===== src/rtl/antares_defines.sv =====
// Shared definitions for the antares bus arbiter: FSM encodings, the default
// wait timeout and a helper mapping a requester index to its grant state.
package antares_defines;

    typedef enum logic [1:0] {
        ST_IDLE   = 2'd0,
        ST_GRANT0 = 2'd1,
        ST_GRANT1 = 2'd2
    } arb_state_e;

    localparam int DEFAULT_TIMEOUT = 15;

    function automatic arb_state_e grant_state(input logic sel);
        return sel ? ST_GRANT1 : ST_GRANT0;
    endfunction

endpackage


===== src/rtl/antares_mux_2_1.sv =====
// Generic 2:1 multiplexer used to steer the owning requester onto the shared bus.
module antares_mux_2_1 #(
    parameter int WIDTH = 8
) (
    input  logic             sel,
    input  logic [WIDTH-1:0] in0,
    input  logic [WIDTH-1:0] in1,
    output logic [WIDTH-1:0] out
);

    assign out = sel ? in1 : in0;

endmodule


===== src/rtl/antares_bus_arbiter.sv =====
// Two-requester round-robin arbiter for a shared bus, with a per-grant wait
// timeout that turns an unanswered request into an error pulse.
module antares_bus_arbiter
    import antares_defines::*;
#(
    parameter int ADDR_WIDTH = 32,
    parameter int DATA_WIDTH = 32,
    parameter int TIMEOUT    = DEFAULT_TIMEOUT
) (
    input  logic                    clk,
    input  logic                    rst,
    input  logic                    m0_req,
    input  logic [ADDR_WIDTH-1:0]   m0_addr,
    input  logic [DATA_WIDTH-1:0]   m0_wdata,
    input  logic [DATA_WIDTH/8-1:0] m0_wbe,
    output logic                    m0_ready,
    output logic                    m0_error,
    input  logic                    m1_req,
    input  logic [ADDR_WIDTH-1:0]   m1_addr,
    input  logic [DATA_WIDTH-1:0]   m1_wdata,
    input  logic [DATA_WIDTH/8-1:0] m1_wbe,
    output logic                    m1_ready,
    output logic                    m1_error,
    output logic [DATA_WIDTH-1:0]   mx_rdata,
    output logic [ADDR_WIDTH-1:0]   bus_addr,
    output logic [DATA_WIDTH-1:0]   bus_wdata,
    output logic [DATA_WIDTH/8-1:0] bus_wbe,
    output logic                    bus_valid,
    input  logic                    bus_ready,
    input  logic [DATA_WIDTH-1:0]   bus_rdata,
    output logic                    grant_sel
);

    localparam int BE_WIDTH  = DATA_WIDTH / 8;
    localparam int REQ_WIDTH = ADDR_WIDTH + DATA_WIDTH + BE_WIDTH;

    arb_state_e state_q, state_d;
    logic       last_served_q, last_served_d;
    logic       grant_sel_q, grant_sel_d;
    logic [7:0] wait_cnt_q, wait_cnt_d;

    logic granted, owner, done, timed_out, other_req;

    assign granted   = (state_q != ST_IDLE);
    assign owner     = (state_q == ST_GRANT1);
    assign done      = granted && bus_ready;
    assign timed_out = granted && !bus_ready && (wait_cnt_q == 8'(TIMEOUT - 1));
    assign other_req = owner ? m0_req : m1_req;

    // A grant ends on completion or timeout; the other side is served next if
    // it is waiting, otherwise we bubble through IDLE before re-arbitrating.
    always_comb begin
        state_d       = state_q;
        last_served_d = last_served_q;
        grant_sel_d   = grant_sel_q;
        wait_cnt_d    = wait_cnt_q;
        case (state_q)
            ST_IDLE: begin
                if (m0_req || m1_req) begin
                    grant_sel_d = (m0_req && m1_req) ? ~last_served_q : m1_req;
                    state_d     = grant_state(grant_sel_d);
                    wait_cnt_d  = 8'd0;
                end
            end
            ST_GRANT0, ST_GRANT1: begin
                if (done || timed_out) begin
                    last_served_d = owner;
                    if (other_req) begin
                        grant_sel_d = ~owner;
                        state_d     = grant_state(~owner);
                        wait_cnt_d  = 8'd0;
                    end else begin
                        state_d = ST_IDLE;
                    end
                end else begin
                    wait_cnt_d = wait_cnt_q + 8'd1;
                end
            end
            default: state_d = ST_IDLE;
        endcase
    end

    always_ff @(posedge clk) begin
        if (rst) begin
            state_q       <= ST_IDLE;
            last_served_q <= 1'b1;
            grant_sel_q   <= 1'b0;
            wait_cnt_q    <= 8'd0;
        end else begin
            state_q       <= state_d;
            last_served_q <= last_served_d;
            grant_sel_q   <= grant_sel_d;
            wait_cnt_q    <= wait_cnt_d;
        end
    end

    // Completion pulses are suppressed while reset abandons a transaction.
    assign m0_ready  = done && !owner && !rst;
    assign m1_ready  = done &&  owner && !rst;
    assign m0_error  = timed_out && !owner && !rst;
    assign m1_error  = timed_out &&  owner && !rst;
    assign bus_valid = granted;
    assign grant_sel = grant_sel_q;
    assign mx_rdata  = bus_rdata;

    antares_mux_2_1 #(
        .WIDTH(REQ_WIDTH)
    ) u_req_mux (
        .sel(grant_sel_q),
        .in0({m0_addr, m0_wdata, m0_wbe}),
        .in1({m1_addr, m1_wdata, m1_wbe}),
        .out({bus_addr, bus_wdata, bus_wbe})
    );

endmodule

===== config.mk =====
export PLATFORM = sky130hd
export DESIGN_NAME = antares_bus_arbiter
export DESIGN_NICKNAME = d
export VERILOG_FILES = /design/src/rtl/antares_defines.sv /design/src/rtl/antares_mux_2_1.sv /design/src/rtl/antares_bus_arbiter.sv
export SDC_FILE = /design/constraint.sdc
export NUM_CORES = 1
export LEC_CHECK = 0
export CAP_MARGIN = 20
export CORE_AREA = 2 2 109 111
export DETAILED_ROUTE_END_ITERATION = 8
export DIE_AREA = 0 0 111 113
export DONT_BUFFER_PORTS = 1
export SYNTH_ARGS = -nofsm -noshare
export SYNTH_HDL_FRONTEND = slang
export SYNTH_HIERARCHICAL = 1
export SYNTH_SLANG_ARGS = --single-unit

===== constraint.sdc =====
create_clock -name clk -period 7.75 [get_ports clk]
set_clock_uncertainty 0.2 [all_clocks]
set_input_delay 1.1625 -clock clk [delete_from_list [all_inputs] [get_ports clk]]
set_output_delay 1.1625 -clock clk [all_outputs]
set_load 0.005 [all_outputs]

Yosys cells after proc, flatten, opt, wreduce, memory -nomap -nowiden:

Cells that the tools add are included.

* add/subtract/negate cells: 1
* multiply operators: 0
* div/mod/pow operators: 0
* magnitude comparators: 0
* equality and inequality tests: 7
* shift operators: 0
* multiplexer cells: 17
* bitwise gates (word level): 2
* reduce and logical (&&, ||, !) cells: 25

Operator list (number)
* two-way mux 68 bit: 1
* two-way mux 8 bit: 3
* case mux 8 bit (2 select lines): 1
* logical AND 1 bit: 12
* two-way mux 2 bit: 5
* adder 8 x 1 -> 8 bit, second input constant: 1
* == test 8 x 4 -> 1 bit, second input constant: 1
* != test 2 bit, second input constant: 3
* two-way mux 1 bit: 5
* case mux 2 bit (2 select lines): 1
* AND reduction 2 bit: 2
* AND reduction 4 bit: 1
* nonzero test 2 bit: 2
* zero test 1 bit: 3
* != test 3 bit, second input constant: 1
* AND reduction 3 bit: 1
* == test 2 x 1 -> 1 bit, second input constant: 1
* == test 2 bit, second input constant: 1
* zero test 2 bit: 1
* logical OR 1 bit: 2
* inverter 1 bit: 2
* case mux 1 bit (2 select lines): 1
* OR reduction 2 bit: 1

* register bits after elaboration: 12
* latch bits: 0
* memory bits (writable): 0
* memory bits (read-only): 0
* memories: 0

Logic depth before layout (Yosys ltp):

Gate-level depths: netlist of the first run.

* depth after elaboration: 6
* depth in mapped cells: 9
* depth with buffers taken out: 6

Hierarchy:

Netlist of the first run, hierarchy kept.

By module, submodules not included
* antares_bus_arbiter: instances 1, cells an instance 142, area each 1089.8 µm², sequential area each 240.2 µm²
* antares_mux_2_1: instances 1, cells an instance 76, area each 913.4 µm², sequential area each 0.0 µm²

Worst setup path before layout of the first run:

No wires, ideal clock.

* path type: input to output
* start: in bus_ready
* end: out m0_error
* arrival: 2499 ps
* required time: 6387 ps
* path slack: 3888 ps
* cell stages on the path: 5
* cell sequence: or4b_4 > or3_1 > buf_2 > clkbuf_1 > nor3_1

* word-level cells in the longest chain between the ends: 5

RTL lines
* start: declaration: line antares_bus_arbiter.sv:29 `input logic bus_ready,`
* zero test 1 bit: line antares_bus_arbiter.sv:47 `assign timed_out = granted && !bus_ready && (wait_cnt_q == 8'(TIMEOUT - 1));`
* logical AND 1 bit (2 in series): line antares_bus_arbiter.sv:47
* logical AND 1 bit (2 in series): line antares_bus_arbiter.sv:100 `assign m0_error = timed_out && !owner && !rst;`
* end: declaration: line antares_bus_arbiter.sv:17 `output logic m0_error,`

No other way between the ends.

Final worst setup path of the first run:

Same ends and word-level chain as after synthesis.

==> run summary, run 1 <==
Status - finished clean
R2R Setup Slk - 5.01 ns
Fin nets - 355
Largest cells by area after synthesis - mux2_2 (27%), mux2_4 (15%), dfxtp_1 (12%), buf_4 (12%), ha_1 (3.1%)
Endpoint type of the worst setup path - output port
Vias per std cell - 4.79
Via count - 1,527
Unique cell type count in the Yosys netlist - 37
Drt total wl - 9300 µm
Total gr overflow - 0
Hold path startpoint - state_q[0]
Top_reg_cell synth - dfxtp_1
Tot GR Track Use - 13.1%
Max IR drop VDD - 0.155 mV
Sum of negative setup slack - 0 ns
Post-DR wirelength/cell - 29.1 µm
Vias in the first global route - 1,379
Setup Fix Bufs, Post-CTS - 0
Worst R2R Path Depth - 6
Post-route setup slack - 3.76 ns
Worst skew pair latency - 0.24 ns
Clk buf depth - 2
Finished Core Util - 17.0%
Initial antenna violation count - 4
CP Data Required Time - 6.39 ns
Die width - 111 µm
Global-route wire length before repair - 11,400 µm
Setup WS pre-CTS - 3.73 ns
Layout area overhead - -4.12%
Share of cells above drive strength 1 - 43.2%
Min Clock Period, post-route - 3.99 ns
Gates resized, CTS repair - 0
DR iter-0 viols - 63
Initial Util - 17.8%
Final Hold Fails - 0
Final Cycle Share - 51.5%
Largest net degree at the start of global routing - 71
CTS H-Tree Depth - 1
Min-Delay Path Class - flip-flop to flip-flop
DIE HEIGHT - 113 µm
Reg2Reg Launch Point - state_q[0]
Synth warn - 6
CTS sink count - 12
Slew Viols, Final - 0
Port Buf Inserts - 0
DP HPWL - 8490 µm
Worst slew pin tran - 0.959 ns
DRC - 0
P_leak - 0.000649 µW
Hold Crit Depth - 2
Clk pin slew, worst setup/hold paths - 0.05 ns
Hold_ws - 0.301 ns
Crit path launch type - input pin
Core Box Area - 0.0113 mm²
TritonCTS clock tree - yes
Max FO, Critical Path - 16
Mapped Cells - 218
Crit path kind - input pin to output port
Worst reg2reg endpoint - state_q[1]
Final ANT Viol Nets - 0
Fmax - 251 MHz
Mean Syn Cell Area - 9.19 µm²
Slew headroom - 36.1%
Final Setup Violations - 0
Power Dens Cells - 224 mW/mm²
DRT Pass-1 Iters - 4
Cell Area, Synth - 0.00200 mm²
Clock Tree Root - clkbuf_16
I/O pin count - 279
Synth area leader - mux2_2
Ant diodes - 0
Placer Congestion - 0.877
Max Cap Viol - 0
Number of flops mapped to enable cells by yosys - 0
RSZ-0062 raised after global routing - false
CP arrival - 2.63 ns
FFs w/ async S/R, synth - 0%
Fill cell total of the finished layout - 1,242
Syn nets - 396
Seq cells post-synth - 12
Register area share after synthesis - 12.0%
Die footprint - 0.0125 mm²
TritonCTS Buffers - 3
Hold path endpoint - state_q[0]
Hold buffers post-CTS - 0
Share of the synthesized area in the top cell type - 27.0%
Num rows - 39
==> how the worst max path moves through the flow <==
stage / endpoint / slack, ns / startpoint / cells after the start
2_1_floorplan: m0_error / 3.89 / bus_ready / 5
3_3_place_gp: m0_error / 3.79 / bus_ready / 3
3_5_place_dp: m0_error / 3.73 / bus_ready / 3
4_1_cts: m0_error / 3.73 / bus_ready / 3
5_1_grt: m0_error / 3.71 / bus_ready / 3
6_report: m0_error / 3.76 / bus_ready / 3
==> synth_stat cells (3+ instances only) <==
cell,count
buf_2,5
o21ai_0,3
nor2_1,9
mux2_2,48
clkbuf_1,4
ha_1,5
mux2_4,20
nand2_1,9
o221ai_1,3
nand2b_1,3
nor3_1,5
dfxtp_1,12
a21oi_1,3
nand3_1,9
buf_4,32
inv_1,12
o211ai_1,4
buf_6,3
==> flip-flops by register name (all words and copies together), names as in the netlist <==
| signal | cells |
|---|---|
| state_q | 2 |
| wait_cnt_q | 8 |
| grant_sel | 1 |
| last_served_q | 1 |
==> metrics by stage <==
step / total power (µW) / area, µm² / cells
2_1_floorplan: 318 / 2000 / 218
6_report: 430 / 1920 / 319
3_5_place_dp: 335 / 1840 / 315
3_3_place_gp: 332 / 1840 / 315
5_1_grt: 455 / 1920 / 319
4_1_cts: 434 / 1920 / 319
==> logic make-up after synthesis <==
logic type / Yosys count / synth area share [%]
AO/OA/AOI/OAI: 28 / 11.0
adder cells (fa/ha/maj): 5 / 3.12
buffers and inverters: 58 / 19.4
flip-flops: 12 / 12.0
multiplexers: 70 / 43.0
AND/OR/NAND/NOR: 45 / 11.5
==> critical path: stages <==
cell and delay [ns]:
or4b_4 0.47, or3_1 0.62, nor3_1 0.38
==> layout make-up <==
| type | instances | area (µm²) | area share [%] |
|---|---|---|---|
| multi-input combinational | 148 | 1370 | 71.5 |
| sequential | 12 | 244 | 12.7 |
| tap | 143 | 179 | 9.32 |
| clock buffer | 4 | 78.8 | 4.10 |
| inverter | 12 | 45.0 | 2.35 |
==> per-layer routing <==
metal  track usage [%]  up-vias  part of all wire [%]
li1                  -      670                     -
met1              13.2      702                    33
met2              21.7      141                    48
met3              10.4       14                    17
met4              2.08        0                   1.4
met5                 0        -                     0
==> where the power goes <==
part / switching, µW / internal [µW]
clock: 27.7 / 69.3
sequential: 34.0 / 71.3
combinational: 110 / 117
total: 172 / 258
==> placed cells by master (no fill, tap or decap), types with 3 or more instances in the layout <==
| cell | n |
|---|---|
| nor2_1 | 9 |
| nand3_1 | 9 |
| o21ai_0 | 3 |
| o221ai_1 | 3 |
| ha_1 | 5 |
| nand2b_1 | 3 |
| clkbuf_16 | 3 |
| mux2_2 | 48 |
| dfxtp_1 | 11 |
| nand2_1 | 9 |
| o211ai_1 | 4 |
| a21oi_1 | 3 |
| inv_1 | 12 |
| nor3_1 | 5 |
| mux2_4 | 20 |
(Power assumes the default switching activity.)
==> run 2, diff against run 1 <==
==> constraint.sdc (replaced) <==
create_clock -name clk -period 3.9 [get_ports clk]
set_clock_uncertainty 0.2 [all_clocks]
set_input_delay 0.585 -clock clk [delete_from_list [all_inputs] [get_ports clk]]
set_output_delay 0.585 -clock clk [all_outputs]
set_load 0.005 [all_outputs]
==> run summary, run 2 (synthesized netlist as in run 1, its figures left out) <==
Combinational fraction of design power - 51.4%
Max Cap Viol - 0
Fin nets - 355
Port Buf Inserts - 0
Min-Delay Path Class - input pin to flip-flop
DRC - 0
Setup Fix Bufs, Post-CTS - 0
Post-route insts no fill - 320
Slew Viols, Final - 0
RSZ-0062 raised after global routing - false
Placer Congestion - 0.861
Hold buffers post-CTS - 0
Min Clock Period, post-route - 3.30 ns
Layout area overhead - -3.50%
P_leak - 0.000655 µW
Sum of negative setup slack - 0 ns
Worst slew pin tran - 0.963 ns
Max IR drop VDD - 0.295 mV
Final ANT Viol Nets - 0
Commonest cells after routing, fill and taps aside - mux2_2 (48), mux2_4 (20), inv_1 (12), dfxtp_1 (11)
CTS sink count - 12
Final Hold Fails - 0
DIE HEIGHT - 113 µm
Sw power - 342 µW
Initial antenna violation count - 5
Largest Register - wait_cnt_q
Most common cell after layout, fill and taps aside - mux2_2
Delay of the slowest critical-path stage - 0.60 ns
Share of cells above drive strength 1 - 43.8%
Slew headroom - 35.8%
Total Power - 872 µW
Power Dens Cells - 451 mW/mm²
Placed instance count - 315
Vias per std cell - 4.74
CTS H-Tree Depth - 1
Register share of total power - 24.0%
Final Setup Violations - 0
Die width - 111 µm
Crit path kind - flip-flop to output port
Int Pwr - 530 µW
Total gr overflow - 0
DR iter-0 viols - 56
Clk pin slew, worst setup/hold paths - 0.05 ns
Cell Chain, Critical Path - inv_1 -> ha_1 -> or4b_4 -> or3_1 -> nor3_1
Tot GR Track Use - 13.4%
Final Cycle Share - 84.5%
Vias in the first global route - 1,458
CP max stage cell - or3_1
Gates resized, CTS repair - 0
Endpoint type of the worst setup path - output port
Largest net degree at the start of global routing - 71
Clk buf depth - 2
Status - finished clean
I/O pin count - 279
Crit path launch type - flip-flop
Fmax - 303 MHz
Via count - 1,517
Max reg flops - 8
Cell family with most CP delay - simple AND/OR/NAND/NOR gates
TritonCTS Buffers - 3
Clock power frac - 24.6%
CP arrival - 2.51 ns
Global-route wire length before repair - 11,900 µm
Initial Util - 17.8%
Post-DR wirelength/cell - 29.1 µm
WP buf/inv - 1
Max FO, Critical Path - 16
DRT Pass-1 Iters - 4
Clock Tree Root - clkbuf_16
CP Data Required Time - 3.12 ns
Die footprint - 0.0125 mm²
Net switching share of the total power - 39.2%
DP HPWL - 8450 µm
Num rows - 39
Drt total wl - 9320 µm
Largest regs - wait_cnt_q: 8 flops, state_q: 2 flops
TritonCTS clock tree - yes
Worst skew pair latency - 0.24 ns
Hold_ws - 0.207 ns
Core Box Area - 0.0113 mm²
run 2: changes by cell type in the layout (fill, tap and decap cells not counted), sizes merged:
cell	delta
diode	+1
run 2: power groups by stage:
stage | registers [µW] | logic, µW | clock network [µW]
final | 209 | 448 | 215
after detailed placement | 213 | 449 | 0
after floorplan | 154 | 478 | 0
after global placement | 209 | 446 | 0
after CTS | 211 | 453 | 217
after global routing | 215 | 486 | 223
run 2: cell type report:
type	instances	area, µm²
Antenna cell	1	2.50
Inverter	12	45.0
Multi-Input combinational cell	148	1370
Tap cell	143	179
Fill cell	1240	9340
Clock buffer	4	88.8
Sequential cell	12	244
run 2: final timing paths:
check / start / slack (ns) / cells after the start / endpoint
setup / recovery: state_q[0] / 0.60 / 5 / m0_error
hold / removal: rst / 0.21 / 1 / state_q[0]
setup reg to reg: state_q[0] / 1.21 / 6 / state_q[1]
hold reg to reg: state_q[0] / 0.28 / 2 / state_q[0]
run 2: metal layers:
metal / track usage (%) / wire, µm
met1: 13.6 / 3030
met4: 1.67 / 45
met2: 22.9 / 4590
met5: 0 / 0
met3: 9.91 / 1650
run 2: metrics by stage:
step           cell area (µm²)  utilization [%]  worst slack (ns)
2_1_floorplan             2000                -              1.04
3_3_place_gp              1840             16.3             0.911
3_5_place_dp              1840             16.3             0.861
4_1_cts                   1930             17.1             0.601
5_1_grt                   1930             17.1             0.523
6_report                  1930             17.1             0.604
